--- config.mk ---
export PLATFORM = sky130hd
export DESIGN_NAME = rle_run_scheduler
export DESIGN_NICKNAME = d
export VERILOG_FILES = /design/src/rtl/rle_run_scheduler.sv
export SDC_FILE = /design/constraint.sdc
export NUM_CORES = 1
export LEC_CHECK = 0
export BUFFER_PORTS_ARGS = -buffer_cell sky130_fd_sc_hd__clkbuf_2
export CORE_MARGIN = 1
export CORE_UTILIZATION = 35
export DETAILED_ROUTE_END_ITERATION = 12
export MAX_ROUTING_LAYER = met4
export PLACE_DENSITY_LB_ADDON = 0.3
export SYNTH_ARGS = -nofsm -noshare
export SYNTH_HDL_FRONTEND = slang
export SYNTH_SLANG_ARGS = --single-unit
--- constraint.sdc ---
create_clock -name CLK -period 3.47 [get_ports CLK]
set_input_delay 0.1735 -clock CLK [delete_from_list [all_inputs] [get_ports CLK]]
set_output_delay 0.1735 -clock CLK [all_outputs]
set_load 0.05 [all_outputs]
--- src/rtl/rle_run_scheduler.sv ---
// Run-length scheduler: encodes a binary mask pixel stream into per-line run entries in a show-ahead FIFO.
// Defining RLE_LINE_HDR_EN adds a header entry {0, 0, line_idx} (run_hdr=1) ahead of each line's runs.
module rle_run_scheduler #(
    parameter int IMAGE_W = 640,
    parameter int LEN_W   = 10,
    parameter int FIFO_AW = 4
) (
    input  logic             CLK,
    input  logic             RESET_N,
    input  logic             frame_start,
    input  logic             pix_valid,
    input  logic             pix_bit,
    output logic             pix_ready,
    output logic             run_valid,
    input  logic             run_ready,
    output logic [LEN_W+1:0] run_data,
    output logic             run_hdr,
    output logic [LEN_W-1:0] line_idx,
    output logic             overflow,
    input  logic             clear_ovf,
    output logic [1:0]       dbg_state
);
    localparam int DEPTH = 2 ** FIFO_AW;
    localparam logic [FIFO_AW:0] FULL_CNT = {1'b1, {FIFO_AW{1'b0}}};
    localparam logic [LEN_W-1:0] LAST_COL = LEN_W'(IMAGE_W - 1);
    localparam logic [LEN_W-1:0] ONE      = LEN_W'(1);

    typedef enum logic [1:0] {
        S_WAIT  = 2'd0,
        S_ENC   = 2'd1,
        S_FLUSH = 2'd2,
        S_HDR   = 2'd3
    } state_t;

`ifdef RLE_LINE_HDR_EN
    localparam state_t LINE_START = S_HDR;
    localparam int     ENT_W      = LEN_W + 3;
`else
    localparam state_t LINE_START = S_ENC;
    localparam int     ENT_W      = LEN_W + 2;
`endif

    // Both interfaces transfer on a rising edge where valid and ready are high together;
    // run_valid never depends on run_ready and pix_ready never depends on pix_valid.
    state_t              state_q, state_d;
    logic                pix_ready_q, pix_ready_d;
    logic [LEN_W-1:0]    tally_q, tally_d;
    logic                value_q, value_d;
    logic [LEN_W-1:0]    col_q, col_d;
    logic [LEN_W-1:0]    line_q, line_d;
    logic                ovf_q, ovf_d;
    logic [FIFO_AW:0]    count_q, count_d;
    logic [FIFO_AW-1:0]  wr_ptr_q, wr_ptr_d;
    logic [FIFO_AW-1:0]  rd_ptr_q, rd_ptr_d;
    logic [ENT_W-1:0]    mem_q [DEPTH];

    logic                pix_acc, pop, full, wr_en, drop;
    logic                push_en, push_last, push_val;
    logic [LEN_W-1:0]    push_len;
    logic [ENT_W-1:0]    push_data, head;

`ifdef RLE_LINE_HDR_EN
    logic                push_hdr;
    assign push_data = {push_hdr, push_last, push_val, push_len};
    assign run_hdr   = run_valid & head[LEN_W+2];
`else
    assign push_data = {push_last, push_val, push_len};
    assign run_hdr   = 1'b0;
`endif

    assign head      = mem_q[rd_ptr_q];
    assign run_valid = (count_q != '0);
    assign run_data  = run_valid ? head[LEN_W+1:0] : '0;
    assign pix_ready = pix_ready_q;
    assign line_idx  = line_q;
    assign overflow  = ovf_q;
    assign dbg_state = state_q;

    always_comb begin
        state_d   = state_q;
        tally_d   = tally_q;
        value_d   = value_q;
        col_d     = col_q;
        line_d    = line_q;
        push_en   = 1'b0;
        push_last = 1'b0;
        push_val  = 1'b0;
        push_len  = '0;
`ifdef RLE_LINE_HDR_EN
        push_hdr  = 1'b0;
`endif
        pix_acc   = pix_valid & pix_ready_q;

        case (state_q)
            S_WAIT: begin
                if (pix_acc && frame_start) begin
                    line_d  = '0;
                    tally_d = ONE;
                    value_d = pix_bit;
                    col_d   = ONE;
                    state_d = LINE_START;
                end
            end
            S_ENC: begin
                if (pix_acc) begin
                    // A frame_start abandons the partial line; col==0 is the first pixel of a new line.
                    if (frame_start || col_q == '0) begin
                        if (frame_start) line_d = '0;
                        tally_d = ONE;
                        value_d = pix_bit;
                        col_d   = ONE;
                        state_d = LINE_START;
                    end else if (col_q == LAST_COL) begin
                        col_d   = '0;
                        push_en = 1'b1;
                        if (pix_bit == value_q) begin
                            push_last = 1'b1;
                            push_val  = value_q;
                            push_len  = tally_q + ONE;
                            line_d    = line_q + ONE;
                        end else begin
                            push_val = value_q;
                            push_len = tally_q;
                            value_d  = pix_bit;
                            state_d  = S_FLUSH;
                        end
                    end else if (pix_bit == value_q) begin
                        tally_d = tally_q + ONE;
                        col_d   = col_q + ONE;
                    end else begin
                        push_en  = 1'b1;
                        push_val = value_q;
                        push_len = tally_q;
                        tally_d  = ONE;
                        value_d  = pix_bit;
                        col_d    = col_q + ONE;
                    end
                end
            end
            S_FLUSH: begin
                // The line ended on a lone pixel of the opposite value; emit it as the closing run.
                push_en   = 1'b1;
                push_last = 1'b1;
                push_val  = value_q;
                push_len  = ONE;
                line_d    = line_q + ONE;
                state_d   = S_ENC;
            end
`ifdef RLE_LINE_HDR_EN
            S_HDR: begin
                push_en  = 1'b1;
                push_hdr = 1'b1;
                push_len = line_q;
                state_d  = S_ENC;
            end
`endif
            default: state_d = S_WAIT;
        endcase

        pix_ready_d = (state_d == S_WAIT) || (state_d == S_ENC);

        pop   = run_valid & run_ready;
        full  = (count_q == FULL_CNT);
        wr_en = push_en & (~full | pop);
        drop  = push_en & full & ~pop;

        count_d = count_q;
        case ({wr_en, pop})
            2'b10:   count_d = count_q + 1'b1;
            2'b01:   count_d = count_q - 1'b1;
            default: count_d = count_q;
        endcase
        wr_ptr_d = wr_en ? wr_ptr_q + 1'b1 : wr_ptr_q;
        rd_ptr_d = pop ? rd_ptr_q + 1'b1 : rd_ptr_q;

        // A drop in the same cycle as clear_ovf keeps the flag set.
        if (drop)           ovf_d = 1'b1;
        else if (clear_ovf) ovf_d = 1'b0;
        else                ovf_d = ovf_q;
    end

    always_ff @(posedge CLK) begin
        if (!RESET_N) begin
            state_q     <= S_WAIT;
            pix_ready_q <= 1'b0;
            tally_q     <= '0;
            value_q     <= 1'b0;
            col_q       <= '0;
            line_q      <= '0;
            ovf_q       <= 1'b0;
            count_q     <= '0;
            wr_ptr_q    <= '0;
            rd_ptr_q    <= '0;
        end else begin
            state_q     <= state_d;
            pix_ready_q <= pix_ready_d;
            tally_q     <= tally_d;
            value_q     <= value_d;
            col_q       <= col_d;
            line_q      <= line_d;
            ovf_q       <= ovf_d;
            count_q     <= count_d;
            wr_ptr_q    <= wr_ptr_d;
            rd_ptr_q    <= rd_ptr_d;
        end
    end

    always_ff @(posedge CLK) begin
        if (wr_en) mem_q[wr_ptr_q] <= push_data;
    end
endmodule

# --- After elaboration in Yosys (flattened, before gate mapping) ---
# Memories as Yosys holds them, arrays and structs flattened. A register that Yosys moved wholly into a read port is not among the register bits.
# Cells that the tools add are included.
totals:
  output_inout_bits: 28
  mem_bits_rw: 192
  mem_count: 1
  input_bits: 7
  reg_bits: 48
  wordCells: 113
op_classes:
  reduce_logical: 15
  n_eq_ne: 15
  mux: 57
  bitwise: 8
  add_sub_neg: 7
memory_table:
  columns: ["name", "words", "width", "rd", "rd_ports_with_merged_regs", "write_ports", "line", "source"]
  rows:
  - ["mem_q", 16, 12, 1, 1, 1, "55", "logic [ENT_W-1:0] mem_q [DEPTH];"]
op_table:
  columns: ["op", "count"]
  rows:
  - ["10-bit 2-to-1 mux", 19]
  - ["10-bit case mux with 2 select lines", 3]
  - ["10-bit by 1-bit adder with 10-bit output, second input constant", 3]
  - ["10-bit case mux with 3 select lines", 1]
  - ["1-bit 2-to-1 mux", 20]
  - ["3-bit inequality test, second input constant", 5]
  - ["12-bit 2-to-1 mux", 1]
  - ["10-bit equality test, second input constant", 1]
  - ["10-bit logical NOT", 1]
  - ["2-bit 2-to-1 mux", 5]
  - ["5-bit case mux with 2 select lines", 1]
  - ["4-bit by 1-bit adder with 4-bit output, second input constant", 2]
  - ["4-bit 2-to-1 mux", 2]
  - ["1-bit case mux with 2 select lines", 4]
  - ["4-bit AND reduction", 2]
  - ["2-bit by 1-bit equality test with 1-bit output, second input constant", 3]
  - ["2-bit case mux with 3 select lines", 1]
  - ["6-bit AND reduction", 1]
  - ["2-bit nonzero test", 3]
  - ["5-bit by 1-bit adder with 5-bit output, second input constant", 1]
  - ["1-bit bitwise AND", 5]
  - ["5-bit equality test, second input constant", 1]
  - ["5-bit nonzero test", 1]
  - ["5-bit by 1-bit subtractor with 5-bit output, second input constant", 1]
  - ["other kinds (10)", 15]

# --- Depth between registers and ports, before layout ---
# Gate-level depths: netlist (run 1).
depth:
  depth_word: 9
  depth_mapped: 12
  depth_no_buf: 12

# --- Least setup slack after synthesis (run 1) ---
# Ideal clock, no wire load.
synth_timing:
  path_type: "register to register"
  start: "register state_q[0] (netlist: dbg_state[0])"
  end: "memory mem_q[0][0] in the netlist's numbering (enable)"
  required_time_ps: 3074
  stages_incl_launch_ff: 8
  synth_period_minus_slack_ps: 3283
  arrival_ps: 2886
  setup_time_ps: 396
  path_buffers: 0
  slack_ps: 187
  cell_sequence: "dfxtp_1 inv_1 ha_1 nand2_1 o31a_1 nor2_1 nand2_1 nor3_1"
synth_between:
  elab_chain_len: 5
  word_cells_on_any_way: 6
  cone_classes: "eq/ne: 2; mux: 3; bitwise: 1"
synth_rtl:
  columns: ["item", "line", "source"]
  rows:
  - ["from (decl)", "45", "state_t state_q, state_d;"]
  - ["from (signal assigned)", "195", "state_q <= state_d;"]
  - ["2-bit equality test or 2-bit by 1-bit equality test with 1-bit output (tied branches)", "94", "case (state_q)"]
  - ["1-bit case mux with 2 select lines *", "94", null]
  - ["1-bit bitwise AND *", "164", "wr_en = push_en & (~full | pop);"]
  - ["1-bit 2-to-1 mux *", "209", "if (wr_en) mem_q[wr_ptr_q] <= push_data;"]
  - ["1-bit 2-to-1 mux (not written as such) *", "209", null]
  - ["to (decl)", "55", null]
# Mark *: on every way between the ends. The rest lies on a longest branch, timed or not.

# --- Worst setup path in the final report (run 1) ---
layout_timing:
  start: "register col_q[0]"
  end: "memory mem_q[13][3] in the netlist's numbering (enable)"
layout_between:
  elab_chain_len: 8
  word_cells_on_any_way: 10
  cone_classes: "eq/ne: 1; mux: 6; bitwise: 1; reduce/logical: 2"
layout_rtl:
  columns: ["item", "line", "source"]
  rows:
  - ["from (decl)", "49", "logic [LEN_W-1:0] col_q, col_d;"]
  - ["from (signal assigned)", "199", "col_q <= col_d;"]
  - ["10-bit equality test or 10-bit logical NOT (tied branches)", "113, 107", null]
  - ["1-bit 2-to-1 mux or 1-bit logical OR (tied branches)", "113, 107", null]
  - ["1-bit 2-to-1 mux *", "107", "if (frame_start || col_q == '0) begin"]
  - ["1-bit 2-to-1 mux *", "105", "if (pix_acc) begin"]
  - ["1-bit case mux with 2 select lines *", "94", null]
  - ["1-bit bitwise AND *", "164", null]
  - ["1-bit 2-to-1 mux *", "209", null]
  - ["1-bit 2-to-1 mux (not written as such) *", "209", null]
# Marks and branches as above.

==> flow_summary_export.csv, run 1 <==
group,metric,value,unit
sta,period_share,92.3,%
synth,synth_area,0.0105,mm^2
floorplan,rows,63,
synth,synth_top_family_by_area,"multiplexers",
clocking,cts_made_buffers,26,
place,io_buffers,33,
synth,ys_seq_area_share,64.7,%
worst_hold_path,worstHoldPathType,"input port to flip-flop",
clocking,h-tree-depth,1,
floorplan,die_h,175,um
outcome,outcome,"complete, no violations",
job,cap_violations,0,
sta,worst_pin_slew,1.05,ns
layout,area_growth,16.0,%
synth,synthDistinctLibCells,60,
layout,fin_area,0.0122,mm^2
critical_path,cp_slowest_stage_delay,0.70,ns
synth,synth.avg_cell_area,14.9,um^2
critical_path,crit_required,3.71,ns
clocking,clk_pin_slew,0.06,ns
sta,rsz0062_at_grt,"no",
place,gp_congestion,0.804,
drt,ant_nets,0,
sta,setup_tns,0,ns
sta,slew_headroom,30.1,%
synth,ys_seq_elements,244,
layout,layout_common_cells,"192 x edfxtp_1, 66 x nor2_1, 60 x mux4_2",
critical_path,cp_common_cell,"nor2_1",
power_and_ir_drop,p_leak,0.00416,uW
synth,synthMuxAreaShare,13.3,%
critical_path,crit_buf_inv,2,
place,place_area,0.0114,mm^2
clocking,clock_path_buffers,3,
drt,first_iter_violations,472,
power_and_ir_drop,total_power,7460,uW
clocking,insertion_delay,0.53,ns
layout,fillCellCount,2778,
sta,finalHoldViolCount,0,
synth,synthSimpleGateAreaFrac,9.92,%
floorplan,die_w,175,um
global_routing,grt_max_degree,30,
drt,post_drt_via_cell_ratio,5.15,
floorplan,core-area,0.0296,mm^2
clocking,clk_root_buffer_cell,"clkbuf_16",
synth,synth_compound_area_share,6.02,%
global_routing,grt.total_usage,15.8,%
drt,drt_pass1_iterations,5,
power_and_ir_drop,peakVddDrop,393,uV
floorplan,dieArea,0.0308,mm^2
critical_path,cp_top_family,"simple AND/OR/NAND/NOR gates",
synth,synth_edf_count,192,
sta,finalMaxSlewViolations,0,
clocking,postCtsSetupRepairBufs,0,
critical_path,setup.worst_path.class,"flip-flop to flip-flop",
global_routing,antenna_found_initial,0,
critical_path,cpMaxStageDelayCell,"nor2_1",
layout,mostFrequentLayoutCell,"edfxtp_1",
synth,syn_inst,705,
drt,drt_wl_total,23100,um
global_routing,grt_pass1_vias,6108,
synth,ys_warn_count,0,
synth,synthAdderAreaFrac,2.14,%
drt,wire_per_inst,19.5,um
drt,via_count,6101,
sta,fin_crit,3.20,ns
drt,drc_errors,0,
synth,yosys_most_used_dff,"edfxtp_1",
synth,synth_xor_area_share,1.83,%
clocking,cts_sinks,244,
floorplan,initial_utilization,35.5,%
sta,fin_worst_skew,0.0128,ns
critical_path,cp_cell_sequence,"inv_1 -> ha_1 -> or4b_1 -> o311ai_1 -> o31a_1 -> nor2_1 -> nand2_1 -> nor2_1 -> buf_4",
place,dpl.cell_count,1136,
global_routing,grt_pass1_wl,35900,um
sta,setup_viol,0,
layout,instances_no_fill,1185,
critical_path,worst_ep_arrival_time,3.45,ns
power_and_ir_drop,p_per_area,611,mW/mm^2
clocking,cts_tree,"done",
place,hpwl,15000,um
synth,synth_fp_nets,730,
synth,synthArstFlopShare,0,%
layout,drive_gt1_share,24.0,%
critical_path,crit_path_end_kind,"flip-flop",
global_routing,grt_overflow,0,
floorplan,pin_count,35,
layout,antenna_cells,0,
critical_path,worstSetupStartpointType,"flip-flop",
critical_path,cp_max_fo,7,
sta,max_clock_freq,0.312,GHz
layout,layout.nets,801,
## state kept, by name, indices dropped and copies added, names as in the netlist, 2 cells and up, named ones only
signal	count
mem_q	192
tally_q	10
line_idx	10
wr_ptr_q	4
dbg_state	2
count_q	5
rd_ptr_q	4
col_q	10
## synthesized netlist by cell type, types with 6 or more instances
cell / count / area [um^2]
inv_1: 21 / 78.8
o31ai_1: 7 / 52.6
nor3_1: 22 / 110
and2_1: 17 / 106
nand2b_1: 10 / 62.6
edfxtp_1: 192 / 5770
clkbuf_1: 20 / 75.1
nand4_1: 10 / 62.6
o21ai_0: 33 / 165
nand3_1: 16 / 80.1
xor2_1: 11 / 96.3
xnor2_1: 11 / 96.3
dfxtp_1: 52 / 1040
ha_1: 18 / 225
nand2_1: 33 / 124
buf_2: 6 / 30.0
nor2_1: 67 / 251
a21oi_1: 26 / 130
mux4_2: 60 / 1350
and3_1: 7 / 43.8
## worst reg2reg max path, cell delays in order (launching register included)
cell and delay (ns):
dfxtp_1 0.35, inv_1 0.09, ha_1 0.22, or4b_1 0.19
o311ai_1 0.15, o31a_1 0.39, nor2_1 0.34, nand2_1 0.19
nor2_1 0.70, buf_4 0.30
## metal layers
layer	wire [um]	vias up	global-route usage (%)
met2	10900	131	25.0
met5	0	-	-
met4	452	0	3.95
met3	1050	33	2.03
met1	10700	3058	21.5
li1	-	2879	-
## metrics by stage
stage,hold slack [ns],setup slack [ns],util (%)
floorplan,0.321,0.187,-
global placement,0.429,0.317,38.4
detailed placement,0.443,0.235,38.4
CTS,0.0981,0.225,41.2
global route,0.128,0.00997,41.2
finish,0.108,0.267,41.2
## power by group
part / internal, uW / total [uW] / switching [uW] / leakage (uW)
clock: 1520 / 2650 / 1120 / 0.000396
combinational: 709 / 1540 / 830 / 0.00148
sequential: 3160 / 3270 / 112 / 0.00229
## area by class of cell
| type | instances | area, um^2 | share of cell area, % |
|---|---|---|---|
| Clock buffer | 30 | 666 | 5.46 |
| Clock inverter | 17 | 145 | 1.19 |
| Inverter | 21 | 78.8 | 0.646 |
| Multi-Input combinational cell | 409 | 3520 | 28.9 |
| Sequential cell | 244 | 6810 | 55.8 |
| Tap cell | 390 | 488 | 4.00 |
| Timing Repair Buffer | 74 | 490 | 4.02 |
## path summary, 6_finish.rpt
path              depth (start not counted)  slack, ns                 endpoint                   from
setup / recovery                          9       0.27   mem_q[13][3]$_DFFE_PP_  col_q[0]$_SDFFE_PN0P_
hold / removal                            2       0.11  count_q[3]$_SDFFE_PN0P_                RESET_N
setup reg to reg                          9       0.27   mem_q[13][3]$_DFFE_PP_  col_q[0]$_SDFFE_PN0P_
hold reg to reg                           2       0.48    overflow$_SDFFE_PN0P_  overflow$_SDFFE_PN0P_
## cells by family (layout without fill, tap and decap cells)
kind of cell,after synthesis,after routing
AOI/OAI and AO/OA,98,98
xor gates and xnor gates,22,22
adders and majority gates,18,18
buffers and inverters,52,142
DFF,244,244
muxes,65,65
other,1,1
and+or+nand+nor,205,205
## what timing repair did
item | 4_1_cts | 5_1_grt
hold buffers | 2 | 0
hold endpoints to repair | 2 | 0
endpoints found under the setup margin | 0 | 6
gates resized for setup | 0 | 1
(Power assumes the default switching activity.)
==> inputs of run 2 (changes only) <==
==> constraint.sdc (replaced) <==
create_clock -name CLK -period 3.47 [get_ports CLK]
set_input_delay 0.1735 -clock CLK [delete_from_list [all_inputs] [get_ports CLK]]
set_output_delay 0.1735 -clock CLK [all_outputs]
set_load 0.02 [all_outputs]
==> run 2 against run 1 <==
  * Final cell count unchanged
  * Count of clock-buffer cells in the layout fell by 1
  * Sequential cell count stayed put
  * Maximum frequency grew 0.38%
  * Sequential share of layout area is 0.20 points lower
  * Non-clock buffer count rose by 1
  * Critical endpoint is now mem_q[15][0]$_DFFE_PP_
  * Register-to-register slack hardly changed
==> flow_summary_export.csv, run 2 (same netlist as run 1, synthesis figures left out) <==
group,metric,value,unit
outcome,outcome,"complete, no violations",
clocking,clk_root_buffer_cell,"clkbuf_16",
critical_path,cp_max_fo,7,
layout,mostFrequentLayoutCell,"edfxtp_1",
sta,setup_tns,0,ns
global_routing,grt_max_degree,30,
clocking,cts_sinks,244,
drt,wire_per_inst,19.7,um
floorplan,dieArea,0.0308,mm^2
layout,seqCellArea,0.00681,mm^2
floorplan,rows,63,
critical_path,ff2ff_path_depth,9,
critical_path,cp_common_cell,"buf_4",
power_and_ir_drop,p_per_area,599,mW/mm^2
drt,post_drt_via_cell_ratio,5.16,
global_routing,grt_pass1_vias,6127,
layout,area_growth,16.4,%
power_and_ir_drop,total_power,7340,uW
job,cap_violations,0,
floorplan,pin_count,35,
drt,drt_wl_total,23400,um
drt,ant_nets,0,
layout,largest_reg_flops,192,
critical_path,cp.depth,9,
clocking,cts_made_buffers,25,
floorplan,core-area,0.0296,mm^2
power_and_ir_drop,p_leak,0.00417,uW
global_routing,antenna_found_initial,0,
power_and_ir_drop,p_clk_share,36.8,%
critical_path,setup.worst_path.class,"flip-flop to flip-flop",
power_and_ir_drop,switching_share,25.7,%
critical_path,crit_path_end,"mem_q[15][0]$_DFFE_PP_",
worst_hold_path,worstHoldPathType,"input port to flip-flop",
clocking,clock_path_buffers,3,
sta,rsz0062_at_grt,"no",
critical_path,crit_required,3.69,ns
floorplan,die_w,175,um
critical_path,crit_buf_inv,3,
clocking,cts_tree,"done",
clocking,clk_pin_slew,0.06,ns
sta,worst_pin_slew,1.15,ns
critical_path,cp_top_family,"simple AND/OR/NAND/NOR gates",
layout,drive_gt1_share,24.4,%
power_and_ir_drop,peakVddDrop,348,uV
critical_path,worst_ep_arrival_time,3.41,ns
sta,finalMaxSlewViolations,0,
place,dpl.cell_count,1137,
layout,antenna_cells,0,
place,hpwl,15000,um
layout,layout.nets,801,
sta,period_share,92.0,%
critical_path,rrSetupSlack,0.28,ns
clocking,h-tree-depth,1,
power_and_ir_drop,p_int,5450,uW
layout,instances_no_fill,1185,
layout,fillCellCount,2762,
critical_path,cpMaxStageDelayCell,"nor2_1",
global_routing,grt_overflow,0,
sta,max_clock_freq,0.313,GHz
drt,drt_pass1_iterations,4,
sta,finalHoldViolCount,0,
critical_path,cp-startpoint,"col_q[0]$_SDFFE_PN0P_",
sta,slew_headroom,22.7,%
critical_path,reg2reg_from,"col_q[0]$_SDFFE_PN0P_",
global_routing,grt.total_usage,16.1,%
layout,multi_input_area,0.00352,mm^2
global_routing,grt_pass1_wl,36200,um
sta,setup_viol,0,
sta,fin_crit,3.19,ns
layout,layout_common_cells,"192 x edfxtp_1, 67 x nor2_1, 60 x mux4_2",
drt,first_iter_violations,465,
worst_hold_path,hold_start,"RESET_N",
power_and_ir_drop,power_frac_seq,44.9,%
place,gp_congestion,0.812,
floorplan,initial_utilization,35.5,%
place,io_buffers,33,
critical_path,cp_cell_sequence,"inv_1 -> ha_1 -> or4b_1 -> o311ai_1 -> o31ai_1 -> buf_4 -> nand3_1 -> nor2_1 -> buf_4",
clocking,postCtsSetupRepairBufs,0,
critical_path,worstSetupStartpointType,"flip-flop",
floorplan,die_h,175,um
critical_path,r2r-end,"mem_q[15][0]$_DFFE_PP_",
power_and_ir_drop,p_switching,1890,uW
critical_path,crit_path_end_kind,"flip-flop",
drt,via_count,6113,
clocking,insertion_delay,0.53,ns
power_and_ir_drop,pwr-share-comb,18.3,%
critical_path,cp_slowest_stage_delay,0.80,ns
sta,fin_worst_skew,0.0194,ns
drt,drc_errors,0,
layout,top_register,"mem_q",
==> run 2: how the worst min path moves through the flow <==
stage,endpoint,depth (start not counted)
2_1_floorplan,value_q$_SDFFE_PN0P_,2
4_1_cts,flip-flop,4
5_1_grt,count_q[3]$_SDFFE_PN0P_,2
6_report,count_q[3]$_SDFFE_PN0P_,2
3_3_place_gp,value_q$_SDFFE_PN0P_,3
3_5_place_dp,value_q$_SDFFE_PN0P_,3
==> run 2: power groups by stage <==
stage          Sequential [uW]  Combinational [uW]  Clock, uW
2_1_floorplan             3250                1110          0
3_3_place_gp              3360                1360          0
3_5_place_dp              3360                1360          0
4_1_cts                   3300                1370       2770
5_1_grt                   3320                1460       2870
6_report                  3290                1340       2700
==> run 2: layout make-up <==
| class | instances | share of cell area (%) |
|---|---|---|
| flip-flops and latches | 244 | 55.6 |
| inverters | 21 | 0.644 |
| well taps | 390 | 3.98 |
| clock buffers | 29 | 5.31 |
| multi-input cells | 409 | 28.7 |
| repair buffers | 75 | 4.17 |
| clock inverters | 17 | 1.52 |
==> run 2: repair_timing <==
action	in CTS	in global routing
hold buffers	2	0
hold endpoints to repair	2	0
gates resized for setup	0	0
==> run 2: worst reg2reg max path, delay by kind of cell, from the launching register on <==
family | cells | cell delay (ns)
DFF | 1 | 0.36
buffers and inverters | 3 | 0.63
and+or+nand+nor | 3 | 1.21
adders and majority gates | 1 | 0.21
AOI/OAI and AO/OA | 2 | 0.48
==> run 2: stage by stage <==
stage                     utilization [%]  setup slack, ns  hold slack, ns  area (um^2)
after floorplan                         -            0.438           0.321        10500
after global placement               38.4            0.276           0.431        11400
after detailed placement             38.4            0.231           0.441        11400
after CTS                            41.3            0.216           0.115        12200
after global routing                 41.3           0.0391           0.122        12200
final                                41.3            0.279           0.133        12200
==> run 2: routing by layer <==
layer	vias to the layer above	GRT usage [%]	share of wire [%]
met5	-	-	0
met4	0	3.70	2.1
met3	38	2.64	5.0
met2	160	26.1	48
met1	3041	21.2	45
li1	2874	-	-
